`config.mk`:
```
export PLATFORM = sky130hd
export DESIGN_NAME = flag_cond_eval_flat
export DESIGN_NICKNAME = d
export VERILOG_FILES = /design/src/rtl/flag_cond_eval_if.sv /design/src/rtl/flag_cond_eval.sv /design/src/flat_wrapper.sv
export SDC_FILE = /design/constraint.sdc
export NUM_CORES = 1
export LEC_CHECK = 0
export CORE_ASPECT_RATIO = 2
export CORE_MARGIN = 2
export CORE_UTILIZATION = 45
export CTS_BUF_LIST = sky130_fd_sc_hd__clkbuf_8
export DETAILED_ROUTE_END_ITERATION = 10
export PLACE_DENSITY = 0.68
export SLEW_MARGIN = 15
export SYNTH_ARGS = -nofsm -noshare
export SYNTH_HDL_FRONTEND = slang
export SYNTH_SLANG_ARGS = --single-unit
```
`constraint.sdc`:
```
create_clock -name clk -period 7.3 [get_ports clk]
set_input_delay 0.73 -clock clk [delete_from_list [all_inputs] [get_ports clk]]
set_output_delay 0.73 -clock clk [all_outputs]
set_load 0.01 [all_outputs]
```
`src/rtl/flag_cond_eval_if.sv`:
```
// flag_cond_eval_if: groups the ALU flag inputs, the condition req/ack
// handshake, the save/restore stack controls and the status outputs of
// flag_cond_eval into one bundle.
// The master side drives flags and requests (ALU / control unit).
// The slave side is the flag_cond_eval block.
// Optional macro FLAG_STACK_ERR_EN adds the sticky 'err' output.

interface flag_cond_eval_if;

    // ALU flag load
    logic       flag_we;
    logic       c_in;
    logic       n_in;
    logic       z_in;
    logic       v_in;

    // Condition evaluation handshake
    logic       req;
    logic [3:0] cond;
    logic       ack;
    logic       taken;

    // Save/restore stack control and status
    logic       push;
    logic       pop;
    logic [3:0] flags;
    logic       stack_empty;
    logic       stack_full;
`ifdef FLAG_STACK_ERR_EN
    logic       err;
`endif

    modport master (
        output flag_we, c_in, n_in, z_in, v_in,
        output req, cond, push, pop,
        input  ack, taken, flags, stack_empty, stack_full
`ifdef FLAG_STACK_ERR_EN
        , input err
`endif
    );

    modport slave (
        input  flag_we, c_in, n_in, z_in, v_in,
        input  req, cond, push, pop,
        output ack, taken, flags, stack_empty, stack_full
`ifdef FLAG_STACK_ERR_EN
        , output err
`endif
    );

endinterface

```
`src/rtl/flag_cond_eval.sv`:
```
// flag_cond_eval: status-register consumer of the ALU flag path.
//  - Latches {n,z,c,v} from the ALU into a status register.
//  - Evaluates 4-bit condition codes against the *next* status value
//    (so a same-cycle flag load or restore is forwarded) with a fixed
//    one-cycle req -> ack latency and no backpressure.
//  - Keeps a DEPTH-entry LIFO of saved flags for interrupt entry/exit.
// Optional macro FLAG_STACK_ERR_EN: adds a sticky 'err' output that flags
// a push while full or a pop while empty.

module flag_cond_eval #(
    parameter int DEPTH = 4,
    parameter int PTR_W = 2
) (
    input logic            clk,
    input logic            reset,
    flag_cond_eval_if.slave bus
);

    // Pointer constants; the pointer has one extra bit so "full" is
    // distinguishable from "empty" without wrapping.
    localparam logic [PTR_W:0] PTR_ZERO = {(PTR_W + 1){1'b0}};
    localparam logic [PTR_W:0] PTR_ONE  = {{PTR_W{1'b0}}, 1'b1};
    localparam logic [PTR_W:0] PTR_FULL = (PTR_W + 1)'(DEPTH);
    localparam logic [PTR_W-1:0] IDX_ONE = {{(PTR_W - 1){1'b0}}, 1'b1};

    // Condition code decode against a {n,z,c,v} flag vector.
    function automatic logic cond_eval(input logic [3:0] code,
                                       input logic [3:0] f);
        logic n;
        logic z;
        logic c;
        logic v;
        logic r;
        n = f[3];
        z = f[2];
        c = f[1];
        v = f[0];
        case (code)
            4'b0000: r = z;                    // EQ
            4'b0001: r = ~z;                   // NE
            4'b0010: r = c;                    // CS
            4'b0011: r = ~c;                   // CC
            4'b0100: r = n;                    // MI
            4'b0101: r = ~n;                   // PL
            4'b0110: r = v;                    // VS
            4'b0111: r = ~v;                   // VC
            4'b1000: r = c & ~z;               // HI
            4'b1001: r = ~c | z;               // LS
            4'b1010: r = ~(n ^ v);             // GE
            4'b1011: r = n ^ v;                // LT
            4'b1100: r = ~z & ~(n ^ v);        // GT
            4'b1101: r = z | (n ^ v);          // LE
            4'b1110: r = 1'b1;                 // AL
            4'b1111: r = 1'b0;                 // NV
            default: r = 1'b0;
        endcase
        return r;
    endfunction

    // Registered state
    logic [3:0]     flags_q,  flags_d;
    logic [PTR_W:0] ptr_q,    ptr_d;
    logic           ack_q,    ack_d;
    logic           taken_q,  taken_d;
    logic           empty_q,  empty_d;
    logic           full_q,   full_d;
`ifdef FLAG_STACK_ERR_EN
    logic           err_q,    err_d;
`endif

    // Save stack storage (contents are don't-care after reset)
    logic [3:0]       stack_q [DEPTH];
    logic             stack_we;
    logic [PTR_W-1:0] stack_widx;
    logic [PTR_W-1:0] stack_ridx;

    // Decoded stack operations
    logic push_ok;
    logic pop_ok;
    logic push_only;
    logic pop_only;

    // Decode push/pop legality; simultaneous push+pop cancels both.
    always_comb begin
        push_only = bus.push & ~bus.pop;
        pop_only  = bus.pop & ~bus.push;
        push_ok   = push_only & ~full_q;
        pop_ok    = pop_only & ~empty_q;
    end

    // Stack addressing: write at ptr, read the top entry at ptr-1.
    always_comb begin
        stack_widx = ptr_q[PTR_W-1:0];
        stack_ridx = ptr_q[PTR_W-1:0] - IDX_ONE;
        stack_we   = push_ok;
    end

    // Status next value: flag load beats restore, restore beats hold.
    always_comb begin
        flags_d = flags_q;
        if (bus.flag_we) begin
            flags_d = {bus.n_in, bus.z_in, bus.c_in, bus.v_in};
        end else if (pop_ok) begin
            flags_d = stack_q[stack_ridx];
        end else begin
            flags_d = flags_q;
        end
    end

    // Pointer update and registered empty/full derived from the new pointer.
    always_comb begin
        ptr_d = ptr_q;
        if (push_ok) begin
            ptr_d = ptr_q + PTR_ONE;
        end else if (pop_ok) begin
            ptr_d = ptr_q - PTR_ONE;
        end else begin
            ptr_d = ptr_q;
        end
        empty_d = (ptr_d == PTR_ZERO);
        full_d  = (ptr_d == PTR_FULL);
    end

    // Condition evaluation against the forwarded next flags.
    always_comb begin
        ack_d   = 1'b0;
        taken_d = 1'b0;
        if (bus.req) begin
            ack_d   = 1'b1;
            taken_d = cond_eval(bus.cond, flags_d);
        end else begin
            ack_d   = 1'b0;
            taken_d = 1'b0;
        end
    end

`ifdef FLAG_STACK_ERR_EN
    // Sticky error on an illegal lone push (full) or lone pop (empty).
    always_comb begin
        err_d = err_q;
        if ((push_only & full_q) | (pop_only & empty_q)) begin
            err_d = 1'b1;
        end else begin
            err_d = err_q;
        end
    end
`endif

    // Control and status registers with asynchronous reset.
    always_ff @(posedge clk or posedge reset) begin
        if (reset) begin
            flags_q <= 4'b0000;
            ptr_q   <= PTR_ZERO;
            ack_q   <= 1'b0;
            taken_q <= 1'b0;
            empty_q <= 1'b1;
            full_q  <= 1'b0;
        end else begin
            flags_q <= flags_d;
            ptr_q   <= ptr_d;
            ack_q   <= ack_d;
            taken_q <= taken_d;
            empty_q <= empty_d;
            full_q  <= full_d;
        end
    end

`ifdef FLAG_STACK_ERR_EN
    // Sticky error register.
    always_ff @(posedge clk or posedge reset) begin
        if (reset) begin
            err_q <= 1'b0;
        end else begin
            err_q <= err_d;
        end
    end
`endif

    // Stack storage write; saves the pre-update status value.
    always_ff @(posedge clk) begin
        if (stack_we) begin
            stack_q[stack_widx] <= flags_q;
        end
    end

    // Output drive
    assign bus.flags       = flags_q;
    assign bus.ack         = ack_q;
    assign bus.taken       = taken_q;
    assign bus.stack_empty = empty_q;
    assign bus.stack_full  = full_q;
`ifdef FLAG_STACK_ERR_EN
    assign bus.err         = err_q;
`endif

endmodule
```
`src/flat_wrapper.sv`:
```
// flat-port wrapper written by rule: the top's interface ports become plain ports
module flag_cond_eval_flat 
#(
    parameter int DEPTH = 4,
    parameter int PTR_W = 2
)
  (clk, reset, bus_flag_we, bus_c_in, bus_n_in, bus_z_in, bus_v_in, bus_req, bus_cond, bus_push, bus_pop, bus_ack, bus_taken, bus_flags, bus_stack_empty, bus_stack_full);
  flag_cond_eval_if bus_i ();
  input logic clk;
  input logic reset;
  input wire logic [$bits(bus_i.flag_we)-1:0] bus_flag_we;
  input wire logic [$bits(bus_i.c_in)-1:0] bus_c_in;
  input wire logic [$bits(bus_i.n_in)-1:0] bus_n_in;
  input wire logic [$bits(bus_i.z_in)-1:0] bus_z_in;
  input wire logic [$bits(bus_i.v_in)-1:0] bus_v_in;
  input wire logic [$bits(bus_i.req)-1:0] bus_req;
  input wire logic [$bits(bus_i.cond)-1:0] bus_cond;
  input wire logic [$bits(bus_i.push)-1:0] bus_push;
  input wire logic [$bits(bus_i.pop)-1:0] bus_pop;
  output wire logic [$bits(bus_i.ack)-1:0] bus_ack;
  output wire logic [$bits(bus_i.taken)-1:0] bus_taken;
  output wire logic [$bits(bus_i.flags)-1:0] bus_flags;
  output wire logic [$bits(bus_i.stack_empty)-1:0] bus_stack_empty;
  output wire logic [$bits(bus_i.stack_full)-1:0] bus_stack_full;
  assign bus_i.flag_we = bus_flag_we;
  assign bus_i.c_in = bus_c_in;
  assign bus_i.n_in = bus_n_in;
  assign bus_i.z_in = bus_z_in;
  assign bus_i.v_in = bus_v_in;
  assign bus_i.req = bus_req;
  assign bus_i.cond = bus_cond;
  assign bus_i.push = bus_push;
  assign bus_i.pop = bus_pop;
  assign bus_ack = bus_i.ack;
  assign bus_taken = bus_i.taken;
  assign bus_flags = bus_i.flags;
  assign bus_stack_empty = bus_i.stack_empty;
  assign bus_stack_full = bus_i.stack_full;
  flag_cond_eval #(.DEPTH(DEPTH), .PTR_W(PTR_W)) u_core (.clk(clk), .reset(reset), .bus(bus_i));
endmodule
```
==> impl_metrics.yaml, run 1 <==
outcome:
  status: "finished, final reports clean"
layout:
  antenna-diode-count: 0
  flow.area_growth_from_synthesis_pct: 17.41
  post_route_cells_drive_above_1_share: 0.1056
  final_core_util: 0.5549
  post-route-cell-area_um2: 1772
  final_net_count: 162
place:
  preCtsSetupSlack_ps: 3626
  gpl.final_weighted_congestion: 0.8864
  buffer_ports.inserted: 21
  dpl_cell_area_um2: 1725
  place.detailed.hpwl_um: 2821
clock_network:
  postCtsSetupRepairBufs: 0
  worst_skew_pair.late_latency_ps: 270
  post_cts_resized: 0
  numCtsBuffers: 3
  cts_hold_buffers: 0
  tritoncts_clock_tree: "built"
  htree_num_levels: 1
  root_buffer_selected_by_cts: "sky130_fd_sc_hd__clkbuf_8"
  cts_num_sinks: 27
  clock_tree_buffer_depth: 2
  cts.clk_slew.worst_paths_ps: 90
worst_setup_path:
  critical_path_class: "input port to register"
  worstReg2RegStart: "u_core.ptr_q[0]$_DFF_PP0_"
  max_stage_delay_ps: 900
  cpMaxStageDelayCell: "sky130_fd_sc_hd__nor4b_2"
  path_delay_family: "simple AND/OR/NAND/NOR gates"
  critical_path.startpoint: "bus_flag_we"
  cp_buf_inv_count: 1
  critical_path.max_fanout: 12
  end_kind: "register"
  critical_path_source_type: "input port"
  worst_ep_arrival_time_ps: 3640
  path_cells: "clkdlybuf4s50_1 > nor4b_2 > nor2_1 > a32oi_1 > a311oi_1 > or4b_1 > o211ai_1"
  timing.critical_path.required_ps: 7490
route:
  vias_per_cell: 6.422
  initialDrtViolationCount: 41
  firstDrtPassIters: 4
  wl_per_cell_um: 20.55
  vias: 1111
  detail_route.drc_violations: 0
  routed_wl_um: 3556
  drtAntennaViolNets: 0
synth:
  synth_area_per_cell_um2: 12.27
  synth.top_cells.by_count: "16 x sky130_fd_sc_hd__edfxtp_1, 10 x sky130_fd_sc_hd__dfrtp_1, 8 x sky130_fd_sc_hd__nand2_1"
  synth.ff_latch_count: 27
  ys_top_cells_by_area: "sky130_fd_sc_hd__edfxtp_1 32%, sky130_fd_sc_hd__dfrtp_1 17%, sky130_fd_sc_hd__mux4_2 6.0%"
  post-synth-top-count-cell: "sky130_fd_sc_hd__edfxtp_1"
  yosysTopAreaCellShare: 0.3184
  seq_area_frac_synth: 0.5017
  count_of_flip_flops_with_a_built_in_enable_after_synthesis: 16
  async_flop_share: 0.4074
  synth.yosys.warnings: 0
  mappedNetlistArea_um2: 1509
  syn-num-nets: 142
  netlist.top_cell.by_area: "sky130_fd_sc_hd__edfxtp_1"
  postSynthCellCount: 123
  synth_flop_cell: "sky130_fd_sc_hd__edfxtp_1"
  synth.distinct_cells: 51
floorplanning:
  fp.dieW_um: 44.95
  die_area_um2: 3860
  floorplan.io_pins: 22
  die_height_um: 85.89
  placeableCoreArea_um2: 3193
  floorplan_row_count: 29
  starting_density: 0.4726
job:
  count_of_max_cap_constraint_violations: 0
global_route:
  met1_usage: 0.2282
  use_met2: 0.3740
  grt_pass1_vias: 1181
  grt_usage: 0.2084
  grt_start_max_net_pins: 16
  grt_util_met3: 0.03579
  grt_first_pass_wirelength_um: 5782
  grt_remaining_overflow: 0
  grt-busiest-layer: "met2"
  initial_antenna_violation_count: 0
timing:
  timing.final.crit_share: 0.4726
  totalNegativeSetupSlack_ps: 0
  final_worst_setup_slack_ps: 3850
  setup-violations-final: 0
  final_period_minus_worst_setup_slack_ps: 3450
  rsz_0062_raised_after_global_routing: "false"
  finalClockSkew_ps: 6.507
  worst-slew-pin-transition_ps: 942.6
  timing_hold_violations_final: 0
  max_freq_mhz: 289.9
  slew_viol_final: 0
  maxSlewHeadroom: 0.3699
power_and_ir_drop:
  p_per_area_nw_per_um2: 296.0
  power_leakage_nw: 0.6511
  irDropWorstVdd_v: 0.0002584
  power.total_uw: 524.4
hold_path:
  hold_path_startpoint: "u_core.ptr_q[2]$_DFF_PP0_"
  worst_hold_path_type: "register to register"
[power by group]
part           total (mW)  leakage (nW)  switching (mW)  internal [mW]
logic               0.211         0.349           0.111          0.100
clock network      0.0823        0.0255          0.0441         0.0382
registers           0.231         0.277          0.0327          0.198
[routing by layer]
metal,part of all wire,wire (µm)
met5,0,0
met1,0.34,1214
met2,0.59,2084
met4,0.031,109
met3,0.041,147
[final timing paths]
kind	to	slack, ps	depth (start not counted)
worst min-delay path	u_core.ptr_q[2]$_DFF_PP0_	500	1
worst max-delay path	u_core.bus.taken$_DFF_PP0_	3850	7
min in group asynchronous	u_core.bus.ack$_DFF_PP0_	750	2
worst max register to register	u_core.bus.taken$_DFF_PP0_	4220	8
max in group asynchronous	u_core.bus.stack_empty$_DFF_PP1_	6210	2
worst min register to register	u_core.ptr_q[2]$_DFF_PP0_	500	1
[worst reg2reg max path: stages (launching register included)]
cell and delay [ps]:
sky130_fd_sc_hd__dfrtp_1 670, sky130_fd_sc_hd__inv_1 200, sky130_fd_sc_hd__ha_1 550, sky130_fd_sc_hd__mux4_2 280
sky130_fd_sc_hd__mux2i_1 80, sky130_fd_sc_hd__o21ai_0 500, sky130_fd_sc_hd__a311oi_1 80, sky130_fd_sc_hd__or4b_1 520
sky130_fd_sc_hd__o211ai_1 110
[cells in the final DEF (no fill, tap or decap), types with 4 or more instances in the layout]
master	n
sky130_fd_sc_hd__nor2_1	6
sky130_fd_sc_hd__mux2i_1	5
sky130_fd_sc_hd__o21ai_0	4
sky130_fd_sc_hd__mux4_2	4
sky130_fd_sc_hd__nand2_1	8
sky130_fd_sc_hd__inv_1	5
sky130_fd_sc_hd__ha_1	5
sky130_fd_sc_hd__clkdlybuf4s50_1	21
sky130_fd_sc_hd__and2_1	4
sky130_fd_sc_hd__edfxtp_1	16
sky130_fd_sc_hd__dfrtp_1	10
[registers in the layout, indices dropped and copies added, names as in the netlist]
| name | cells |
|---|---|
| u_core.bus.taken | 1 |
| u_core.bus.stack_full | 1 |
| u_core.stack_q | 16 |
| u_core.ptr_q | 3 |
| u_core.bus.stack_empty | 1 |
| u_core.bus.flags | 4 |
| u_core.bus.ack | 1 |
[final cells by class]
class	instances	area, µm²
clock inverters	1	5.005
repair buffers	21	210.2
well taps	31	38.79
inverters	5	18.77
fillers	282	1421
clock buffers	3	41.29
multi-input cells	85	700.7
flip-flops and latches	27	757.0
[cells by family (layout without fill, tap and decap cells)]
group	count (synthesis)	after routing	synth area share
DFF	27	27	0.5017
buffers and inverters	11	30	0.03400
adders and majority gates	5	5	0.04146
and+or+nand+nor	41	41	0.1758
xor gates and xnor gates	3	3	0.01742
AOI/OAI and AO/OA	25	25	0.1194
muxes	11	11	0.1103
[stage by stage]
stage / hold WS [ps] / cells
6_report: 503.0 / 173
5_1_grt: 519.8 / 173
4_1_cts: 513.4 / 173
3_5_place_dp: 496.4 / 169
3_3_place_gp: 487.1 / 169
2_1_floorplan: 455.9 / 123
(Power assumes the default switching activity.)
==> run 2: changes to the inputs <==
PLACE_DENSITY = 0.71   (was 0.68)
clock period = 2.86 ns   (was 7.3 ns; I/O delays follow)
==> run 2 against run 1 <==
Clock power rose to 2.8 times the previous value; global-route usage down 2.7 points; critical path type is now register to register; register-to-register slack worse by 3900 ps; largest cell class unchanged.
==> impl_metrics.yaml, run 2 (synthesis results as in run 1) <==
place:
  buffer_ports.inserted: 21
  preCtsSetupSlack_ps: 229.0
  gpl.final_weighted_congestion: 0.9965
  place.detailed.hpwl_um: 2483
clock_network:
  htree_num_levels: 1
  numCtsBuffers: 3
  root_buffer_selected_by_cts: "sky130_fd_sc_hd__clkbuf_8"
  cts_num_sinks: 27
  worst_skew_pair.late_latency_ps: 280
  cts.clk_slew.worst_paths_ps: 100
  cts_hold_buffers: 0
  post_cts_resized: 0
  clock_tree_buffer_depth: 2
  tritoncts_clock_tree: "built"
  postCtsSetupRepairBufs: 0
layout:
  fillers: 277
  flow.area_growth_from_synthesis_pct: 20.15
  max_ffs_per_register: 16
  final_core_util: 0.5678
  top_register: "u_core.stack_q"
  post_route_cells_drive_above_1_share: 0.1361
  most_common_cell_after_layout_fill_and_taps_aside: "sky130_fd_sc_hd__clkdlybuf4s50_1"
  antenna-diode-count: 0
  most-common-layout-cells: "21 x sky130_fd_sc_hd__clkdlybuf4s50_1, 16 x sky130_fd_sc_hd__edfxtp_1, 10 x sky130_fd_sc_hd__dfrtp_1, 8 x sky130_fd_sc_hd__nand2_1, 6 x sky130_fd_sc_hd__nor2_1"
  final_net_count: 167
power_and_ir_drop:
  power_share_of_the_clock_group: 0.168
  power.switching_uw: 470.1
  p_int_uw: 881.0
  power_leakage_nw: 0.6768
  irDropWorstVdd_v: 0.0005328
  p_per_area_nw_per_um2: 745.3
  power.total_mw: 1.351
  power.sequential.fraction: 0.413
  share_comb_of_total_power: 0.419
  sw_frac_of_total: 0.3479
global_route:
  grt_remaining_overflow: 0
  grt_first_pass_wirelength_um: 5099
  grt_start_max_net_pins: 18
  grt_pass1_vias: 1100
  grt_usage: 0.1813
  initial_antenna_violation_count: 0
route:
  vias_per_cell: 6.039
  drtAntennaViolNets: 0
  vias: 1075
  initialDrtViolationCount: 25
  routed_wl_um: 3176
  firstDrtPassIters: 5
  detail_route.drc_violations: 0
  wl_per_cell_um: 17.84
timing:
  timing_hold_violations_final: 0
  maxSlewHeadroom: 0.6847
  final_worst_setup_slack_ps: 330.8
  setup-violations-final: 0
  rsz_0062_raised_after_global_routing: "false"
  slew_viol_final: 0
  timing.final.crit_share: 0.8843
  final_period_minus_worst_setup_slack_ps: 2529
  totalNegativeSetupSlack_ps: 0
  worst-slew-pin-transition_ps: 470.9
  max_freq_mhz: 395.4
  finalClockSkew_ps: 9.495
worst_setup_path:
  critical_path_class: "register to register"
  critical_path_source_type: "register"
  setup.worst_path.end: "u_core.bus.taken$_DFF_PP0_"
  critical_path.max_fanout: 8
  r2r_end: "u_core.bus.taken$_DFF_PP0_"
  worst_ep_arrival_time_ps: 2740
  end_kind: "register"
  timing.critical_path.required_ps: 3070
  worstReg2RegStart: "u_core.ptr_q[1]$_DFF_PP0_"
  critical_path.startpoint: "u_core.ptr_q[1]$_DFF_PP0_"
  r2r_worst_path_depth: 8
  regToRegSetupSlack_ps: 330
hold_path:
  worst_hold_path_type: "input port to async pin"
floorplanning:
  floorplan_row_count: 29
  starting_density: 0.4726
  die_height_um: 85.89
  floorplan.io_pins: 22
  fp.dieW_um: 44.95
  placeableCoreArea_um2: 3193
  die_area_um2: 3860
job:
  count_of_max_cap_constraint_violations: 0
outcome:
  status: "finished, final reports clean"
## run 2: cell types whose count changed in the layout (fill, tap and decap cells not counted)
cell	delta
sky130_fd_sc_hd__buf_4	+5
sky130_fd_sc_hd__clkinv_2	-1
sky130_fd_sc_hd__inv_6	+1
## run 2: critical path, cell delays in order, from the launching register on
cell,delay (ps)
sky130_fd_sc_hd__dfrtp_1,380
sky130_fd_sc_hd__inv_1,100
sky130_fd_sc_hd__ha_1,470
sky130_fd_sc_hd__mux4_2,410
sky130_fd_sc_hd__o21ai_1,180
sky130_fd_sc_hd__nand3b_1,150
sky130_fd_sc_hd__a2111oi_0,470
sky130_fd_sc_hd__nor4_1,120
sky130_fd_sc_hd__o211ai_1,170
## run 2: how the worst min path moves through the flow
stage                                    end  slack [ps]  cells after the start
2_1_floorplan       u_core.bus.ack$_DFF_PP0_         140                      1
4_1_cts        u_core.bus.flags[2]$_DFF_PP0_         330                      2
3_5_place_dp       u_core.ptr_q[2]$_DFF_PP0_         480                      1
5_1_grt        u_core.bus.flags[2]$_DFF_PP0_         350                      2
6_report       u_core.bus.flags[1]$_DFF_PP0_         310                      2
3_3_place_gp       u_core.ptr_q[2]$_DFF_PP0_         470                      1
## run 2: final cells by class
type	instances	area (µm²)	area share
clock inverter	1	8.758	0.004831
multi-input combinational	85	700.7	0.3865
timing repair buffer	26	247.7	0.1366
inverter	5	18.77	0.01035
sequential	27	757.0	0.4175
clock buffer	3	41.29	0.02277
tap	31	38.79	0.02139
## run 2: per-stage QoR
step	cells	hold slack, ps	area [µm²]
finish	178	308.1	1813
global route	178	349.4	1813
CTS	178	326.3	1813
detailed placement	174	477.9	1763
global placement	174	473.5	1763
floorplan	123	137.7	1509
## run 2: power groups by stage
stage / logic, mW / clock network [mW] / registers (mW)
after CTS: 0.566 / 0.233 / 0.559
after detailed placement: 0.560 / 0 / 0.567
final: 0.565 / 0.228 / 0.558
after global placement: 0.560 / 0 / 0.563
after global routing: 0.617 / 0.246 / 0.568
after floorplan: 0.383 / 0 / 0.564
## run 2: routing by layer
layer / wire (µm) / track usage / part of all wire / vias up
met5: 0 / 0 / 0 / -
met4: 80 / 0.07219 / 0.025 / 0
met3: 76 / 0.01895 / 0.024 / 9
met2: 1843 / 0.3338 / 0.58 / 22
met1: 1175 / 0.1986 / 0.37 / 525
li1: - / - / - / 519
==> run 3: changes to the inputs <==
RECOVER_POWER = 50   (was not set)
==> run 3 against run 2 <==
Sequential share of layout area unchanged; critical path depth unchanged; clock skew unchanged; critical endpoint unchanged; largest power group unchanged.
==> impl_metrics.yaml, run 3 (synthesis results as in run 1) <==
power_and_ir_drop:
  power_share_of_the_clock_group: 0.169
  power_leakage_nw: 0.6824
  power.sequential.fraction: 0.414
  power.switching_uw: 469.8
  share_comb_of_total_power: 0.417
  sw_frac_of_total: 0.3486
  irDropWorstVdd_v: 0.0005328
  p_per_area_nw_per_um2: 743.4
  p_int_uw: 878.0
floorplanning:
  starting_density: 0.4726
  fp.dieW_um: 44.95
  die_height_um: 85.89
  floorplan.io_pins: 22
  placeableCoreArea_um2: 3193
  die_area_um2: 3860
  floorplan_row_count: 29
timing:
  rsz_0062_raised_after_global_routing: "false"
  final_period_minus_worst_setup_slack_ps: 2529
  timing.final.crit_share: 0.8843
  maxSlewHeadroom: 0.6847
  finalClockSkew_ps: 9.495
  worst-slew-pin-transition_ps: 470.9
  slew_viol_final: 0
  timing_hold_violations_final: 0
  setup-violations-final: 0
  totalNegativeSetupSlack_ps: 0
  max_freq_mhz: 395.4
layout:
  layout.cells.non_filler: 178
  antenna-diode-count: 0
  final_core_util: 0.5678
  seqCellArea_um2: 757.0
  fillers: 277
  most-common-layout-cells: "16 x sky130_fd_sc_hd__clkdlybuf4s50_1, 16 x sky130_fd_sc_hd__edfxtp_1, 10 x sky130_fd_sc_hd__dfrtp_1, 8 x sky130_fd_sc_hd__nand2_1, 6 x sky130_fd_sc_hd__nor2_1"
  top_register: "u_core.stack_q"
  final_net_count: 167
  flow.area_growth_from_synthesis_pct: 20.15
  post_route_cells_drive_above_1_share: 0.1361
  max_ffs_per_register: 16
  multi_input_area_um2: 700.7
global_route:
  grt_first_pass_wirelength_um: 5099
  initial_antenna_violation_count: 0
  grt_pass1_vias: 1100
  grt_start_max_net_pins: 18
  grt_usage: 0.1813
  grt_remaining_overflow: 0
worst_setup_path:
  critical_path_source_type: "register"
  r2r_end: "u_core.bus.taken$_DFF_PP0_"
  worstReg2RegStart: "u_core.ptr_q[1]$_DFF_PP0_"
  end_kind: "register"
  worst_ep_arrival_time_ps: 2740
  critical_path_class: "register to register"
  critical_path.max_fanout: 8
  timing.critical_path.required_ps: 3070
  regToRegSetupSlack_ps: 330
  r2r_worst_path_depth: 8
place:
  buffer_ports.inserted: 21
  gpl.final_weighted_congestion: 0.9965
  place.detailed.hpwl_um: 2483
  placed_cells: 174
route:
  vias: 1075
  detail_route.drc_violations: 0
  drtAntennaViolNets: 0
  routed_wl_um: 3174
  firstDrtPassIters: 5
  initialDrtViolationCount: 25
  wl_per_cell_um: 17.83
  vias_per_cell: 6.039
outcome:
  status: "finished, final reports clean"
clock_network:
  numCtsBuffers: 3
  tritoncts_clock_tree: "built"
  root_buffer_selected_by_cts: "sky130_fd_sc_hd__clkbuf_8"
  htree_num_levels: 1
  cts_num_sinks: 27
  clock_tree_buffer_depth: 2
  worst_skew_pair.late_latency_ps: 280
  post_cts_resized: 0
  cts.clk_slew.worst_paths_ps: 100
  cts_hold_buffers: 0
  postCtsSetupRepairBufs: 0
job:
  count_of_max_cap_constraint_violations: 0
hold_path:
  worst_hold_path_type: "input port to async pin"
[run 3: cell types whose count changed in the layout (fill, tap and decap cells not counted), sizes merged]
cell	delta
clkdlybuf4s50	-5
dlygate4sd3	+5
[run 3: worst max-delay path by stage]
stage	startpoint	end	slack (ps)
final	u_core.ptr_q[1]$_DFF_PP0_	u_core.bus.taken$_DFF_PP0_	330
after global routing	u_core.ptr_q[0]$_DFF_PP0_	u_core.bus.taken$_DFF_PP0_	120
after CTS	u_core.ptr_q[1]$_DFF_PP0_	u_core.bus.taken$_DFF_PP0_	340
after detailed placement	bus_flag_we	u_core.bus.taken$_DFF_PP0_	230
after global placement	bus_push	u_core.bus.taken$_DFF_PP0_	330
after floorplan	u_core.ptr_q[0]$_DFF_PP0_	u_core.bus.taken$_DFF_PP0_	200
[run 3: routing by layer]
metal,vias to the layer above,share of wire,GRT usage
met4,0,0.025,0.07219
met5,-,0,0
met2,22,0.58,0.3338
met1,525,0.37,0.1986
met3,9,0.024,0.01895
li1,519,-,-
[run 3: final cells by class]
class | instances | area share
flip-flops and latches | 27 | 0.4175
multi-input cells | 85 | 0.3865
repair buffers | 26 | 0.1366
clock buffers | 3 | 0.02277
well taps | 31 | 0.02139
inverters | 5 | 0.01035
clock inverters | 1 | 0.004831
[run 3: worst max-delay path: stages, from the launching register on]
cell	delay [ps]
sky130_fd_sc_hd__dfrtp_1	380
sky130_fd_sc_hd__inv_1	100
sky130_fd_sc_hd__ha_1	470
sky130_fd_sc_hd__mux4_2	410
sky130_fd_sc_hd__o21ai_1	180
sky130_fd_sc_hd__nand3b_1	150
sky130_fd_sc_hd__a2111oi_0	470
sky130_fd_sc_hd__nor4_1	120
sky130_fd_sc_hd__o211ai_1	170
[run 3: power by group through the flow]
stage                     registers, mW  clock network [mW]  logic (mW)
after CTS                         0.559               0.233       0.566
after floorplan                   0.564                   0       0.383
after global placement            0.563                   0       0.560
after detailed placement          0.567                   0       0.560
final                             0.558               0.228       0.562
after global routing              0.568               0.246       0.614
[run 3: metrics by stage]
| stage | power, mW | hold slack [ps] | area (µm²) | worst slack [ps] |
|---|---|---|---|---|
| 2_1_floorplan | 0.9475 | 137.7 | 1509 | 198.4 |
| 3_3_place_gp | 1.123 | 473.5 | 1763 | 325.7 |
| 3_5_place_dp | 1.127 | 477.9 | 1763 | 229.0 |
| 4_1_cts | 1.358 | 326.3 | 1813 | 342.7 |
| 5_1_grt | 1.428 | 484.5 | 1813 | 116.3 |
| 6_report | 1.348 | 445.1 | 1813 | 330.8 |
